$ cat config.mk
export PLATFORM = sky130hd
export DESIGN_NAME = dht11_sampler
export DESIGN_NICKNAME = d
export VERILOG_FILES = /design/src/rtl/dht11_sampler.sv
export SDC_FILE = /design/constraint.sdc
export NUM_CORES = 1
export LEC_CHECK = 0
export ABC_AREA = 1
export BUFFER_PORTS_ARGS = -buffer_cell sky130_fd_sc_hd__buf_2
export CAP_MARGIN = 10
export CORE_MARGIN = 8
export CORE_UTILIZATION = 63
export DETAILED_ROUTE_END_ITERATION = 12
export PLACE_DENSITY = 0.93
export SETUP_SLACK_MARGIN = 0.1
export SYNTH_ARGS = -nofsm -noshare
export SYNTH_HDL_FRONTEND = slang
export SYNTH_SLANG_ARGS = --single-unit
$ cat constraint.sdc
create_clock -name clk -period 4.15 [get_ports clk]
set_input_delay 0.2075 -clock clk [delete_from_list [all_inputs] [get_ports clk]]
set_output_delay 0.2075 -clock clk [all_outputs]
set_load 0.01 [all_outputs]
$ cat src/rtl/dht11_sampler.sv
// Periodic start sequencer for a DHT11 controller: issues start pulses, waits for
// done with a timeout, latches valid readings as 2-digit BCD and counts failures.
module dht11_sampler #(
  parameter int CLK_HZ     = 100_000_000,
  parameter int PERIOD_MS  = 2000,
  parameter int TIMEOUT_MS = 50
) (
  input  logic       clk,
  input  logic       rst,
  input  logic       enable,
  input  logic       dht11_done,
  input  logic       dht11_valid,
  input  logic [7:0] rhdata,
  input  logic [7:0] t_data,
  output logic       start,
  output logic [7:0] rh_bcd,
  output logic [7:0] t_bcd,
  output logic       data_ok,
  output logic [7:0] err_cnt,
  output logic       busy
);

  localparam int TICK_CYC = CLK_HZ / 1000;
  localparam int PW       = (TICK_CYC > 1) ? $clog2(TICK_CYC) : 1;
  localparam int IW       = $clog2(PERIOD_MS + 1);
  localparam int TW       = $clog2(TIMEOUT_MS + 1);

  localparam logic [PW-1:0] PRESC_LAST = PW'(TICK_CYC - 1);
  localparam logic [IW-1:0] PERIOD_LD  = IW'(PERIOD_MS);
  localparam logic [TW-1:0] TIMEOUT_LD = TW'(TIMEOUT_MS);

  localparam logic [1:0] S_IDLE  = 2'd0;
  localparam logic [1:0] S_WAIT  = 2'd1;
  localparam logic [1:0] S_START = 2'd2;
  localparam logic [1:0] S_BUSY  = 2'd3;

  logic [1:0]    state_q, state_d;
  logic [PW-1:0] presc_q, presc_d;
  logic [IW-1:0] int_cnt_q, int_cnt_d, int_dec;
  logic [TW-1:0] to_cnt_q, to_cnt_d, to_dec;
  logic          start_q, start_d;
  logic          busy_q, busy_d;
  logic          data_ok_q, data_ok_d;
  logic [7:0]    rh_bcd_q, rh_bcd_d;
  logic [7:0]    t_bcd_q, t_bcd_d;
  logic [7:0]    err_cnt_q, err_cnt_d;
  logic          tick;

  function automatic logic [7:0] to_bcd(input logic [7:0] v);
    if (v > 8'd99) begin
      return 8'h99;
    end
    return ((v / 8'd10) << 4) | (v % 8'd10);
  endfunction

  always_comb begin
    tick    = (presc_q == PRESC_LAST);
    int_dec = (tick && int_cnt_q != '0) ? int_cnt_q - IW'(1) : int_cnt_q;
    to_dec  = (tick && to_cnt_q != '0) ? to_cnt_q - TW'(1) : to_cnt_q;

    state_d   = state_q;
    int_cnt_d = int_cnt_q;
    to_cnt_d  = to_cnt_q;
    rh_bcd_d  = rh_bcd_q;
    t_bcd_d   = t_bcd_q;
    data_ok_d = data_ok_q;
    err_cnt_d = err_cnt_q;

    case (state_q)
      S_IDLE: begin
        int_cnt_d = PERIOD_LD;
        if (enable) begin
          state_d = S_WAIT;
        end
      end
      S_WAIT: begin
        int_cnt_d = int_dec;
        if (!enable) begin
          state_d = S_IDLE;
        end else if (int_dec == '0) begin
          state_d = S_START;
        end
      end
      S_START: begin
        // The START cycle is the first cycle of the new interval, so a tick here counts.
        int_cnt_d = PERIOD_LD - IW'(tick);
        to_cnt_d  = TIMEOUT_LD - TW'(tick);
        state_d   = S_BUSY;
      end
      default: begin
        int_cnt_d = int_dec;
        to_cnt_d  = to_dec;
        if (dht11_done) begin
          state_d = enable ? S_WAIT : S_IDLE;
          if (dht11_valid) begin
            rh_bcd_d  = to_bcd(rhdata);
            t_bcd_d   = to_bcd(t_data);
            data_ok_d = 1'b1;
          end else begin
            data_ok_d = 1'b0;
            err_cnt_d = (err_cnt_q == 8'hFF) ? err_cnt_q : err_cnt_q + 8'd1;
          end
        end else if (to_dec == '0) begin
          state_d   = enable ? S_WAIT : S_IDLE;
          data_ok_d = 1'b0;
          err_cnt_d = (err_cnt_q == 8'hFF) ? err_cnt_q : err_cnt_q + 8'd1;
        end
      end
    endcase

    if ((state_d == S_WAIT && state_q != S_WAIT) || state_d == S_START) begin
      presc_d = '0;
    end else if (tick) begin
      presc_d = '0;
    end else begin
      presc_d = presc_q + PW'(1);
    end

    start_d = (state_d == S_START);
    busy_d  = (state_d == S_START) || (state_d == S_BUSY);
  end

  always_ff @(posedge clk) begin
    if (!rst) begin
      state_q   <= S_IDLE;
      presc_q   <= '0;
      int_cnt_q <= '0;
      to_cnt_q  <= '0;
      start_q   <= 1'b0;
      busy_q    <= 1'b0;
      data_ok_q <= 1'b0;
      rh_bcd_q  <= 8'h00;
      t_bcd_q   <= 8'h00;
      err_cnt_q <= 8'h00;
    end else begin
      state_q   <= state_d;
      presc_q   <= presc_d;
      int_cnt_q <= int_cnt_d;
      to_cnt_q  <= to_cnt_d;
      start_q   <= start_d;
      busy_q    <= busy_d;
      data_ok_q <= data_ok_d;
      rh_bcd_q  <= rh_bcd_d;
      t_bcd_q   <= t_bcd_d;
      err_cnt_q <= err_cnt_d;
    end
  end

  assign start   = start_q;
  assign busy    = busy_q;
  assign data_ok = data_ok_q;
  assign rh_bcd  = rh_bcd_q;
  assign t_bcd   = t_bcd_q;
  assign err_cnt = err_cnt_q;

endmodule

## After elaboration in Yosys (flattened, before gate mapping)

Index checks and enable logic that the tools add are counted.

- $add $sub $neg: 6
- Div/mod/pow operators: 4
- $lt $le $gt $ge: 2
- Eq/ne operators: 9
- Mux-type cells: 30
- Bitwise logic cells: 4
- Reduce and logical (&&, ||, !) cells: 17

Operators by type and width:

| kind | count |
|---|---|
| 2-to-1 mux 8 bit | 8 |
| one-hot mux 11 bit (2 select lines) | 1 |
| adder 17 x 1 -> 17 bit, second input constant | 1 |
| equality test 17 bit, second input constant | 1 |
| divider 8 x 4 -> 8 bit, second input constant | 2 |
| > comparator 8 x 7 -> 1 bit, second input constant | 2 |
| remainder unit 8 x 4 -> 8 bit, second input constant | 2 |
| OR 8 bit | 2 |
| 2-to-1 mux 1 bit | 12 |
| one-hot mux 6 bit (2 select lines) | 1 |
| logical NOT 11 bit | 1 |
| 2-to-1 mux 11 bit | 1 |
| nonzero test 11 bit | 1 |
| subtractor 11 x 1 -> 11 bit, second input constant | 1 |
| 2-to-1 mux 2 bit | 5 |
| adder 8 x 1 -> 8 bit, second input constant | 1 |
| equality test 8 bit, second input constant | 1 |
| subtractor 7 x 2 -> 8 bit, first input constant | 1 |
| equality test 2 bit, second input constant | 3 |
| logical NOT 6 bit | 1 |
| 2-to-1 mux 6 bit | 1 |
| one-hot mux 2 bit (3 select lines) | 1 |
| AND reduction 3 bit | 2 |
| nonzero test 6 bit | 1 |
| other kinds (13) | 19 |

- Register bits after elaboration: 63
- Bits of input ports: 21
- Output and inout port bits: 27
- Word-level logic and storage cells: 82

## Logic depth before layout (Yosys ltp)

- Depth in word-level cells: 11
- Gate-level depth with buffers: 28

## Worst setup path before layout

OpenSTA, ideal clock, no wires.

- Path kind: register -> register
- Start point: register int_cnt_q[0]
- End point: register presc_q[8]
- Library setup time: 0.116 ns
- Arrival: 2.289 ns
- Slack: 1.745 ns
- Stages on the path, launching flop included: 21
- Period minus slack after synthesis: 2.405 ns
- Path through: dfxtp_1 > inv_1 > ha_1 > nand4_1 > nor2_1 > inv_1 > nor2_1 > nor2_2 > buf_6 > nand3b_1 > nand2_1 > or2_1 > nor2_1 > nand4_1 > nor2_2 > inv_1 > o21ai_2 > nand2_2 > nand3_4 > buf_6 > nor2_1

- Word-level cells in the longest chain between the ends: 11
- Elaborated cells between the ends (all ways): 13
- Classes of those cells: add/sub: 1; eq/ne: 2; mux: 4; reduce/logical: 6

Ends and longest elaborated chain:

| element | RTL line | source |
|---|---|---|
| start: declaration | 39 | `logic [IW-1:0] int_cnt_q, int_cnt_d, int_dec;` |
| start signal: assignment | 138 | `int_cnt_q <= int_cnt_d;` |
| parallel branches: the longest is 2 deep, another holds subtractor 11 x 1 -> 11 bit | -- |  |
| 2-to-1 mux 11 bit (*) | 58 | `int_dec = (tick && int_cnt_q != '0) ? int_cnt_q - IW'(1) : int_cnt_q;` |
| logical NOT 11 bit (*) | 80 | `end else if (int_dec == '0) begin` |
| 2-to-1 mux 2 bit (*) | 80 |  |
| 2-to-1 mux 2 bit (*) | 78 | `if (!enable) begin` |
| one-hot mux 2 bit (3 select lines) (*) | 69 | `case (state_q)` |
| equality test 2 x 1 -> 1 bit | 111 | `if ((state_d == S_WAIT && state_q != S_WAIT) \|\| state_d == S_START) begin` |
| logical AND 1 bit | 111 |  |
| logical OR 1 bit (*) | 111 |  |
| OR reduction 3 bit (no source line) (*) | -- |  |
| end signal: assignment | 137 | `presc_q <= presc_d;` |
| end: declaration | 38 | `logic [PW-1:0] presc_q, presc_d;` |

Every way passes the cells marked *.
A chain may end at the register's enable or synchronous reset.

## Worst setup path in the final report

- Start point: register presc_q[0]
- End point: register presc_q[13]

- Word-level cells in the longest chain between the ends: 11
- Elaborated cells between the ends (all ways): 18
- Classes of those cells: add/sub: 1; eq/ne: 3; mux: 7; reduce/logical: 7

Ends and longest elaborated chain:

| element | RTL line | source |
|---|---|---|
| equality test 17 bit | 57 | `tick = (presc_q == PRESC_LAST);` |
| logical AND 1 bit, on equally long branches | 58, 59 |  |
| 2-to-1 mux 11 bit / 2-to-1 mux 6 bit (equally long branches) | 58, 59 |  |
| logical NOT 11 bit / logical NOT 6 bit (equally long branches) | 80, 103 |  |
| 2-to-1 mux 2 bit, on equally long branches | 80, 103 |  |
| 2-to-1 mux 2 bit, on equally long branches | 78, 93 |  |
| one-hot mux 2 bit (3 select lines) | 69 |  |
| equality test 2 x 1 -> 1 bit | 111 |  |
| logical AND 1 bit | 111 |  |
| logical OR 1 bit | 111 |  |
| OR reduction 3 bit (no source line) | -- |  |

Several ways; a longest one is shown, not always the timed one.

==> impl_summary.txt <==
----------------------------------------------------
[Global routing]
  Wire length of the first global-routing pass ... 16.4 mm
  Initial antenna violation count ... 0
  Vias in the first global route ... 3930
  Remaining global-route overflow ... 0
  Pin count of the biggest net entering global routing ... 27
  Combined global-route utilization of all metal layers ... 21.9%

[Logic synthesis]
  Share of Yosys cell area claimed by the top area cell type ... 31.3%
  #FFs+latches synth ... 63
  Largest cells by area after synthesis ... dfxtp_1 31%, nand2_1 12%, inv_1 9.4%
  Synth Instances ... 602
  Netlist cell types ... 42
  Most area-hungry cell type in the Yosys netlist ... dfxtp_1
  Primary FF master, synth ... dfxtp_1
  Post-synthesis sequential area ratio ... 31.3%
  Warnings from Yosys ... 0
  Mapped Avg Cell Area ... 6.69 um2
  Post-Syn Area ... 4030 um2
  Number of flops mapped to enable cells by yosys ... 0
  Proportion of register bits with asynchronous set or reset after synthesis ... 0%
  Number of nets in the synthesized netlist ... 633

[Detailed routing]
  Met2 wire len ... 4.99 mm
  Total Wirelength ... 9.89 mm
  Number of DRC markers after the initial detailed-route iteration ... 290
  Vias per Instance ... 5.54
  ANT nets after route ... 0
  First drt pass iteration count ... 6
  Metal3 WL ... 538 um
  Highest routing layer actually used ... met4
  Vias ... 4059
  Detailed-route wire length per cell ... 13.5 um
  DRC viols ... 0
  Detailed-route wire length on metal 1 ... 4.21 mm

[Setup path]
  CP most frequent cell ... nand2_1
  Cell count along the critical path ... 17
  Cell count of the worst reg-to-reg path ... 17
  Critical path capture point type ... flip-flop
  Critical path startpoint category ... flip-flop
  Worst path max stage delay ... 420 ps
  Data arrival time at the worst-slack endpoint ... 3260 ps
  Largest delay share family, worst path ... simple AND/OR/NAND/NOR gates
  Series of cell instances along the critical path ... ha_1 -> nand3_1 -> nor4_4 -> nand3_2 -> nor2_2 -> nand2_1 -> nand2_1 -> nand2_1 -> or2_1 -> nor2_1 -> nand4_1 -> nor2_2 -> nand2_1 -> nand2_1 -> nand2_2 -> nand3_4 -> nor2_1
  Worst path bufs/invs ... 0
  Largest driver fanout on the critical path ... 17
  Slowest stage cell on the critical path ... nor2_2
  Type of the setup path with the least slack ... flip-flop to flip-flop
  Worst endpoint required time ... 4390 ps

[Timing]
  Setup repair after global routing missed its margin ... false
  Fin Hold WS ... 126 ps
  Total count of hold-check failures in the final report ... 0
  Max transition margin ... 52.6%
  Total of endpoints with negative setup slack in the final report ... 0
  Maximum achievable frequency ... 331 MHz
  Min Clock Period, post-route ... 3030 ps
  Fin crit share ... 72.9%
  Max-slew violations ... 0
  Final worst-path setup slack ... 1120 ps
  Sum Neg Setup Slack ... 0 ps
  Setup skew after layout ... 10.6 ps
  Worst slew pin tran ... 708 ps

[Final layout]
  Post-layout nets ... 682
  Share of cells above drive strength 1 ... 17.4%
  Filler cells ... 511
  # diodes ... 0
  Syn-to-layout area delta ... 11.7%

[CTS]
  TritonCTS clock tree ... built
  Root buffer selected by CTS ... clkbuf_8
  Hold buffer count at CTS ... 0
  Clock latency at the later pin of the worst-skew pair ... 360 ps
  Post_cts resized ... 0
  Count of buffers added by post-CTS timing repair for setup ... 0
  Clock slew at reported path FFs ... 80 ps
  Clock sink total ... 63
  # H-tree levels ... 3
  CTS Buffer Depth ... 2
  Number of CTS-inserted buffers ... 9

[Hold path]
  Hold depth ... 3
  Class of the worst hold path ... input port to flip-flop

[Power]
  Tot Pwr ... 1.47 mW
  Peak supply drop ... 0.327 mV
  Power per cell area ... 325 nW/um2
  LEAKAGE ... 2.20 nW

[Floorplanning]
  Vertical die dimension ... 96.0 um
  Die area ... 9210 um2
  Initial Utilization ... 64.2%
  Die X ... 96.0 um
  Num rows ... 29
  I/O pins ... 48
  Area inside the core boundary ... 6280 um2

[Flow run]
  Total of max-cap violations ... 0

[Placement]
  Buffers on Ports ... 47
  Worst setup slack before clock tree synthesis ... 1240 ps
  Placed wire-length estimate after detailed placement ... 7.16 mm
  Final weighted congestion in routability-driven placement ... 0.887

[Status]
  Status ... finished clean

----------------------------------------------------
-- registers in the layout, summed over array words and instances, names as in the netlist --
register and flops:
data_ok 1, int_cnt_q 11, t_bcd 8, busy 1, presc_q 17, err_cnt 8
state_q 2, start 1, rh_bcd 8, to_cnt_q 6
-- worst register-to-register path: cells and delay by family, from the launching register on --
kind	cells	cell delay (ps)
simple gates	16	2360
flops	1	360
fa+ha+maj	1	190
-- synth_stat cells, types with 2 or more instances --
cell type,number
o21ai_2,2
nor4_1,3
nor3b_1,2
nand2_2,18
o211ai_1,3
nand3_2,2
nand2_4,2
o221ai_1,4
nor2_2,9
xor2_1,22
xnor2_1,3
inv_2,5
nor2_1,45
a21oi_1,28
nand3b_1,4
nor2_4,2
nand4_1,19
nor3_2,2
buf_6,2
nand3_4,3
dfxtp_1,63
o21ai_1,7
clkinv_1,2
nand3_1,53
inv_1,101
nor3_1,10
nand2_1,131
clkbuf_1,7
a31oi_1,4
ha_1,10
o21ai_0,23
-- per-stage QoR --
| step | util [%] | instance area, um2 | std cells |
|---|---|---|---|
| 2_1_floorplan | - | 4030 | 602 |
| 3_3_place_gp | 68.7 | 4310 | 717 |
| 3_5_place_dp | 68.7 | 4310 | 717 |
| 4_1_cts | 71.7 | 4500 | 733 |
| 5_1_grt | 71.7 | 4500 | 733 |
| 6_report | 71.7 | 4500 | 733 |
-- cell type report --
| cell class | instances | area (um2) | share of cell area, % |
|---|---|---|---|
| flip-flops and latches | 63 | 1260 | 28.0 |
| clock buffers | 11 | 151 | 3.36 |
| clock inverters | 5 | 38.8 | 0.861 |
| inverters | 108 | 405 | 9.00 |
| well taps | 77 | 96.3 | 2.14 |
| repair buffers | 47 | 235 | 5.22 |
| multi-input cells | 422 | 2310 | 51.4 |
-- layout by cell type, fill, tap and decap left out, drive strengths merged, types with 5 or more instances in the layout --
cell type | netlist | layout
dfxtp | 63 | 63
nand2 | 151 | 151
inv | 106 | 108
o21ai | 32 | 32
nand3 | 58 | 58
nor2 | 56 | 56
buf | 2 | 47
xor2 | 22 | 22
nor3 | 12 | 12
clkbuf | 7 | 11
nand4 | 20 | 20
ha | 10 | 10
a21oi | 29 | 29
nand3b | 5 | 5
-- where the power goes --
| group | leakage [nW] | total, mW | switching, mW | internal, mW |
|---|---|---|---|---|
| registers | 0.510 | 0.617 | 0.00640 | 0.611 |
| logic | 1.59 | 0.333 | 0.225 | 0.108 |
| clock network | 0.0963 | 0.516 | 0.262 | 0.253 |
| total | 2.20 | 1.47 | 0.494 | 0.972 |
-- metal layers --
metal	track usage [%]	up-vias
met5	0	-
met4	7.30	0
met3	6.47	19
li1	-	2036
met2	39.8	117
met1	23.6	1887
-- final timing paths --
check	to	startpoint	slack (ps)
min reg2reg	presc_q[0]	presc_q[0]	450
max	presc_q[13]	presc_q[0]	1120
min	t_bcd[0]	t_data[0]	130
max reg2reg	presc_q[13]	presc_q[0]	1120
-- cells by family after synthesis --
group,Yosys count,synth area share [%]
AO/OA/AOI/OAI,76,10.8
flip-flops,63,31.3
adder cells (fa/ha/maj),10,3.10
AND/OR/NAND/NOR,311,38.1
buffers and inverters,117,11.3
XOR/XNOR,25,5.43
Power figures use the tool's default switching activity.
